==> src/rtl/pri_grant_sched_if.sv <==
// rtl/pri_grant_sched_if.sv - request/grant bundle for pri_grant_sched
//
// Groups the batch request side, the grant stream and the status outputs.
//   master : batch producer / grant consumer (drives req_valid, req_vec, flush, gnt_ready)
//   slave  : the scheduler (drives req_ready, gnt_valid, gnt_idx, gnt_last, pending, busy)
interface pri_grant_sched_if #(
    parameter int WIDTH     = 55,
    parameter int WIDTH_LOG = 6
);
    logic                 req_valid;
    logic [WIDTH-1:0]     req_vec;
    logic                 req_ready;
    logic                 flush;
    logic                 gnt_valid;
    logic [WIDTH_LOG-1:0] gnt_idx;
    logic                 gnt_last;
    logic                 gnt_ready;
    logic [WIDTH-1:0]     pending;
    logic                 busy;

    modport master (
        output req_valid, req_vec, flush, gnt_ready,
        input  req_ready, gnt_valid, gnt_idx, gnt_last, pending, busy
    );

    modport slave (
        input  req_valid, req_vec, flush, gnt_ready,
        output req_ready, gnt_valid, gnt_idx, gnt_last, pending, busy
    );
endinterface

==> src/rtl/pri_grant_sched.sv <==
// rtl/pri_grant_sched.sv - iterative highest-index-first grant sequencer
//
// Accepts a request bitmap in IDLE and emits one grant per set bit, highest
// index first. The leading-one search is a binary search evaluated one level
// per clock, so each grant costs WIDTH_LOG search cycles plus one handshake.
//   clk   : clock, all state updates on the rising edge
//   rst_n : synchronous active-low reset
//   bus   : pri_grant_sched_if.slave (request, grant, flush and status signals)
module pri_grant_sched #(
    parameter int WIDTH     = 55,
    parameter int WIDTH_LOG = 6
) (
    input  logic               clk,
    input  logic               rst_n,
    pri_grant_sched_if.slave   bus
);
    localparam int EXT = 1 << WIDTH_LOG;

    localparam logic [1:0] ST_IDLE   = 2'd0;
    localparam logic [1:0] ST_ENCODE = 2'd1;
    localparam logic [1:0] ST_GRANT  = 2'd2;

    localparam logic [WIDTH_LOG-1:0] LAST_STEP = WIDTH_LOG'(WIDTH_LOG - 1);

    logic [1:0]           state;
    logic [WIDTH-1:0]     pending;
    logic [EXT-1:0]       win;
    logic [WIDTH_LOG-1:0] step;
    logic [WIDTH_LOG-1:0] idx_acc;
    logic [WIDTH_LOG-1:0] gnt_idx;
    logic                 gnt_last;

    // Search datapath. The live window always sits in the low bits of win;
    // at step k it is 2h bits wide with h = 2^(WIDTH_LOG-1-k). sel is both h
    // and the one-hot index bit decided at this step.
    logic [WIDTH_LOG-1:0] sh;
    logic [WIDTH_LOG-1:0] sel;
    logic [EXT-1:0]       half_mask;
    logic [EXT-1:0]       win_hi;
    logic [EXT-1:0]       win_lo;
    logic                 hit;
    logic [EXT-1:0]       win_next;
    logic [WIDTH_LOG-1:0] idx_next;
    logic [WIDTH-1:0]     pend_after_gnt;
    logic                 last_next;

    always_comb begin
        sh             = LAST_STEP - step;
        sel            = WIDTH_LOG'(1) << sh;
        half_mask      = (EXT'(1) << sel) - EXT'(1);
        win_hi         = (win >> sel) & half_mask;
        win_lo         = win & half_mask;
        hit            = |win_hi;
        win_next       = hit ? win_hi : win_lo;
        idx_next       = hit ? (idx_acc | sel) : idx_acc;
        last_next      = ~|(pending & ~(WIDTH'(1) << idx_next));
        pend_after_gnt = pending & ~(WIDTH'(1) << gnt_idx);
    end

    always_ff @(posedge clk) begin
        if (!rst_n) begin
            state    <= ST_IDLE;
            pending  <= '0;
            win      <= '0;
            step     <= '0;
            idx_acc  <= '0;
            gnt_idx  <= '0;
            gnt_last <= 1'b0;
        end else if (bus.flush && state != ST_IDLE) begin
            // Abort wins over any handshake at the same edge.
            state   <= ST_IDLE;
            pending <= '0;
            win     <= '0;
            step    <= '0;
            idx_acc <= '0;
        end else begin
            case (state)
                ST_IDLE: begin
                    // An all-zero batch is accepted and dropped.
                    if (bus.req_valid && |bus.req_vec) begin
                        pending <= bus.req_vec;
                        win     <= EXT'(bus.req_vec);
                        step    <= '0;
                        idx_acc <= '0;
                        state   <= ST_ENCODE;
                    end
                end
                ST_ENCODE: begin
                    win     <= win_next;
                    idx_acc <= idx_next;
                    if (step == LAST_STEP) begin
                        gnt_idx  <= idx_next;
                        gnt_last <= last_next;
                        step     <= '0;
                        state    <= ST_GRANT;
                    end else begin
                        step <= step + WIDTH_LOG'(1);
                    end
                end
                ST_GRANT: begin
                    if (bus.gnt_ready) begin
                        pending <= pend_after_gnt;
                        step    <= '0;
                        idx_acc <= '0;
                        if (|pend_after_gnt) begin
                            win   <= EXT'(pend_after_gnt);
                            state <= ST_ENCODE;
                        end else begin
                            win   <= '0;
                            state <= ST_IDLE;
                        end
                    end
                end
                default: begin
                    state <= ST_IDLE;
                end
            endcase
        end
    end

    assign bus.req_ready = (state == ST_IDLE);
    assign bus.busy      = (state != ST_IDLE);
    assign bus.gnt_valid = (state == ST_GRANT);
    assign bus.gnt_idx   = gnt_idx;
    assign bus.gnt_last  = gnt_last;
    assign bus.pending   = pending;
endmodule

==> src/flat_wrapper.sv <==
// flat-port wrapper written by rule: the top's interface ports become plain ports
module pri_grant_sched_flat 
#(
    parameter int WIDTH     = 55,
    parameter int WIDTH_LOG = 6
)
  (clk, rst_n, bus_req_valid, bus_req_vec, bus_flush, bus_gnt_ready, bus_req_ready, bus_gnt_valid, bus_gnt_idx, bus_gnt_last, bus_pending, bus_busy);
  pri_grant_sched_if #(.WIDTH(WIDTH), .WIDTH_LOG(WIDTH_LOG)) bus_i ();
  input  logic clk;
  input  logic rst_n;
  input wire logic [$bits(bus_i.req_valid)-1:0] bus_req_valid;
  input wire logic [$bits(bus_i.req_vec)-1:0] bus_req_vec;
  input wire logic [$bits(bus_i.flush)-1:0] bus_flush;
  input wire logic [$bits(bus_i.gnt_ready)-1:0] bus_gnt_ready;
  output wire logic [$bits(bus_i.req_ready)-1:0] bus_req_ready;
  output wire logic [$bits(bus_i.gnt_valid)-1:0] bus_gnt_valid;
  output wire logic [$bits(bus_i.gnt_idx)-1:0] bus_gnt_idx;
  output wire logic [$bits(bus_i.gnt_last)-1:0] bus_gnt_last;
  output wire logic [$bits(bus_i.pending)-1:0] bus_pending;
  output wire logic [$bits(bus_i.busy)-1:0] bus_busy;
  assign bus_i.req_valid = bus_req_valid;
  assign bus_i.req_vec = bus_req_vec;
  assign bus_i.flush = bus_flush;
  assign bus_i.gnt_ready = bus_gnt_ready;
  assign bus_req_ready = bus_i.req_ready;
  assign bus_gnt_valid = bus_i.gnt_valid;
  assign bus_gnt_idx = bus_i.gnt_idx;
  assign bus_gnt_last = bus_i.gnt_last;
  assign bus_pending = bus_i.pending;
  assign bus_busy = bus_i.busy;
  pri_grant_sched #(.WIDTH(WIDTH), .WIDTH_LOG(WIDTH_LOG)) u_core (.clk(clk), .rst_n(rst_n), .bus(bus_i));
endmodule
==> config.mk <==
export PLATFORM = sky130hd
export DESIGN_NAME = pri_grant_sched_flat
export DESIGN_NICKNAME = d
export VERILOG_FILES = /design/src/rtl/pri_grant_sched_if.sv /design/src/rtl/pri_grant_sched.sv /design/src/flat_wrapper.sv
export SDC_FILE = /design/constraint.sdc
export NUM_CORES = 1
export LEC_CHECK = 0
export ABC_CLOCK_PERIOD_IN_PS = 6650
export CORE_UTILIZATION = 25
export DETAILED_ROUTE_END_ITERATION = 10
export SLEW_MARGIN = 10
export SYNTH_ARGS = -nofsm -noshare
export SYNTH_HDL_FRONTEND = slang
export SYNTH_SLANG_ARGS = --single-unit
==> constraint.sdc <==
create_clock -name clk -period 6.65 [get_ports clk]
set_clock_uncertainty 0.1 [all_clocks]
set_input_delay 1.995 -clock clk [delete_from_list [all_inputs] [get_ports clk]]
set_output_delay 1.995 -clock clk [all_outputs]
set_load 0.03 [all_outputs]
==> results of run 1 <==
[layout make-up]
class	instances	area (sq um)	share of cell area
Multi-Input combinational cell	1339	8361	0.5738
Sequential cell	139	2784	0.1911
Timing Repair Buffer	220	2012	0.1381
Tap cell	607	759.5	0.05212
Clock buffer	20	446.7	0.03065
Clock inverter	12	126.4	0.008672
Inverter	22	82.58	0.005667
[synthesized netlist by cell type (5+ instances only)]
| master | instances |
|---|---|
| nor2_1 | 236 |
| nand2_1 | 175 |
| dfxtp_1 | 139 |
| a21oi_1 | 133 |
| clkbuf_1 | 108 |
| o21ai_0 | 69 |
| mux2i_1 | 64 |
| a211oi_1 | 58 |
| a22oi_1 | 46 |
| nand3_1 | 41 |
| o211ai_1 | 38 |
| nand2b_1 | 36 |
| a311oi_1 | 35 |
| nor3_1 | 34 |
| nor4_1 | 30 |
| o22ai_1 | 28 |
| o21a_1 | 26 |
| mux2_2 | 23 |
| nand4_1 | 23 |
| inv_1 | 19 |
| nor2b_1 | 18 |
| a31oi_1 | 17 |
| buf_2 | 15 |
| and3_1 | 13 |
| buf_1 | 11 |
| o221ai_1 | 11 |
| ha_1 | 9 |
| a211o_1 | 8 |
| a32oi_1 | 8 |
| and2_1 | 8 |
| o211a_1 | 8 |
| o41ai_1 | 8 |
| or3_1 | 8 |
| a22o_1 | 6 |
| a21boi_0 | 5 |
| a21o_1 | 5 |
| a31o_2 | 5 |
| o311ai_0 | 5 |
| o31ai_1 | 5 |
| or2_2 | 5 |
[metal layers]
layer / up-vias / GRT usage / wire length, um
li1: 6398 / - / -
met1: 7277 / 0.3962 / 29480
met2: 1054 / 0.4262 / 29900
met3: 211 / 0.05198 / 7186
met4: 4 / 0.1502 / 3982
met5: - / 0 / 29
[through the flow]
step                        util  hold WS (ps)  cells
after detailed placement  0.3013         426.3   2327
final                     0.3137         428.6   2359
after global placement    0.3013         417.7   2327
after CTS                 0.3137         434.9   2359
after global routing      0.3137         456.0   2359
after floorplan                -         364.7   1642
[sequential cells by signal, indices dropped and copies added (netlist names)]
register             flops
u_core.bus.pending      55
u_core.bus.gnt_idx       6
u_core.win              63
u_core.bus.gnt_last      1
u_core.state             2
u_core.step              6
u_core.idx_acc           6
[worst reg2reg max path, delay by kind of cell (launching register included)]
kind                       cells  cell delay, ps
and+or+nand+nor               10            2470
AOI/OAI and AO/OA              6            1430
buffers and inverters          5            1110
DFF                            1             430
adders and majority gates      1             320
[worst paths after layout]
| check | endpoint | cells past startpoint |
|---|---|---|
| worst max-delay path | u_core.win[7]$_SDFFE_PP0P_ | 22 |
| worst min-delay path | u_core.bus.pending[0]$_SDFFE_PP0P_ | 2 |
| worst max register to register | u_core.win[7]$_SDFFE_PP0P_ | 22 |
| worst min register to register | u_core.bus.pending[0]$_SDFFE_PP0P_ | 2 |
[cells by family after synthesis]
family          count (synthesis)  synth area share
simple gates                  660            0.2638
buf+inv                       164           0.05780
fa+ha+maj                       9          0.009581
mux                            91           0.08420
flops                         139            0.2367
compound gates                576            0.3456
xor+xnor                        3          0.002236
[report_power, final]
group / total (W) / switching [W] / internal (W)
clock: 0.000992 / 0.000456 / 0.000536
sequential: 0.00117 / 0.000238 / 0.000931
combinational: 0.00135 / 0.000849 / 0.000504
==> qor.csv, run 1 <==
stage;metric;value;unit
worst_setup_path;Req. time, crit path;6930;ps
global_route;first-pass GRT wire length;99780;um
logic_synthesis;largest cells by area after synthesis;dfxtp_1, nor2_1, a21oi_1;
run;maxcap violations;0;
timing;Slew @ Worst Pin;1155;ps
status;status;finished clean;
cells_and_area;final instance area;14570;sq um
floorplan;core area;46460;sq um
routing;vias per cell;6.335;
logic_synthesis;Yosys reg bits;139;
power_and_ir_drop;Overall Power;0.003514;W
timing;f_max;168.2;MHz
worst_setup_path;Critical Path Fanout Max;32;
clocking;Post-CTS Setup Bufs;0;
floorplan;die area;47890;sq um
clocking;CTS hold repair buffers;0;
floorplan;I/O pins;125;
clocking;clk sinks;139;
timing;final setup vio count;0;
cells_and_area;Area Overhead vs Synth;23.97;%
routing;drt initial violations;2370;
worst_hold_path;Hold Crit Start;u_core.bus.pending[0]$_SDFFE_PP0P_;
worst_setup_path;CP top delay family;simple AND/OR/NAND/NOR gates;
global_route;initial antenna violation count;2;
floorplan;die height;218.8;um
logic_synthesis;ys flop type;dfxtp_1;
clocking;CTS tree;built;
timing;Final TNS setup;0;ps
worst_setup_path;max incr delay on CP;460;ps
clocking;Num CTS Buffers;17;
routing;WL final;70580;um
routing;antenna-violating nets left;0;
clocking;# H-tree levels;4;
clocking;cts repair resizes;0;
cells_and_area;most frequent cells in the layout;nor2_1, nand2_1, dfxtp_1, a21oi_1, clkdlybuf4s50_1;
power_and_ir_drop;worst vdd ir;0.2156;mV
cells_and_area;most common cell after layout, fill and taps aside;nor2_1;
logic_synthesis;syn avg cell area;7.158;sq um
power_and_ir_drop;Pwr Density;241.2;nW/um^2
clocking;Max Root-Sink Buffers;2;
timing;final setup margin;704.0;ps
clocking;clk_lat worst skew;460;ps
logic_synthesis;register area share after synthesis;0.2367;
logic_synthesis;Syn Inst Count;1642;
timing;unrepaired setup endpoints after global routing;false;
logic_synthesis;Warnings, synthesis;0;
placed_design;hpwl dp;53820;um
global_route;pin count of the biggest net entering global routing;93;
placed_design;input/output buffers;124;
placed_design;gpl congestion;1.040;
cells_and_area;Fillers;5024;
worst_setup_path;CP Launch Type;flop;
logic_synthesis;Synth cell types;94;
logic_synthesis;syn nets;1711;
cells_and_area;layout cell share with drive strength beyond 1;0.1124;
timing;fin. max-slew vios;0;
worst_setup_path;CP arrival;6230;ps
worst_setup_path;Worst path most repeated cell;buf_4;
power_and_ir_drop;Leak Pwr;4.955;nW
logic_synthesis;ys async rst share;0;
logic_synthesis;post-synth top area cell;dfxtp_1;
cells_and_area;number of antenna diodes;0;
routing;drt pass-1 iters;5;
worst_setup_path;worst setup path category;reg2reg;
clocking;clk slew on worst S/H paths;70;ps
routing;routed vias;14944;
timing;fin crit period;5946;ps
worst_setup_path;Worst Setup End Kind;flop;
worst_setup_path;FF-to-FF setup slack;700;ps
timing;Final Hold Viols;0;
timing;Tcrit/Tclk final;0.8941;
floorplan;# rows;79;
routing;# DRC;0;
worst_setup_path;Worst Setup SP;u_core.step[1]$_SDFFE_PP0P_;
placed_design;pre-CTS WS;849.9;ps
routing;WL per Instance;29.92;um
floorplan;Die Width;218.8;um
placed_design;Placed Area;14000;sq um
clocking;clock root cell;clkbuf_16;
worst_setup_path;CP bufs+invs;5;
logic_synthesis;share of the synthesized area in the top cell type;0.2367;
global_route;vias in the first global route;13694;
global_route;global route total overflow;0;
worst_setup_path;worst-path cell chain;inv_1, ha_1, buf_4, nand2b_1, or3_4, a21oi_2, buf_4, a211oi_1, o221ai_1, nand4_1, nor4_2, nand4_4, or2_2, nor2_2, buf_4, buf_4, nand4_1, nand2_1, a32oi_1, a211oi_1, a21oi_1, nor2_1;
worst_hold_path;min-delay worst type;reg2reg;
cells_and_area;NumNets Final;1808;
logic_synthesis;Post-Syn Area;11750;sq um
worst_setup_path;crit path max-delay cell type;a21oi_2;
logic_synthesis;EDFF count, synth;0;
floorplan;initial core utilization;0.2530;
worst_setup_path;r2r startpoint;u_core.step[1]$_SDFFE_PP0P_;
timing;worst rel slew slack;0.2301;
global_route;GRT Total Usage;0.2883;
No activity file was read; power rests on OpenSTA's default activity.
==> inputs of run 2 (changes only) <==
--- a/config.mk
+++ b/config.mk
@@ -8,6 +8,7 @@
 export ABC_CLOCK_PERIOD_IN_PS = 6650
 export CORE_UTILIZATION = 25
 export DETAILED_ROUTE_END_ITERATION = 10
+export HOLD_SLACK_MARGIN = 0.1
 export SLEW_MARGIN = 10
 export SYNTH_ARGS = -nofsm -noshare
 export SYNTH_HDL_FRONTEND = slang
==> results of run 2 <==
Same layout as run 1: the final DEF is identical, and so are final timing and power.
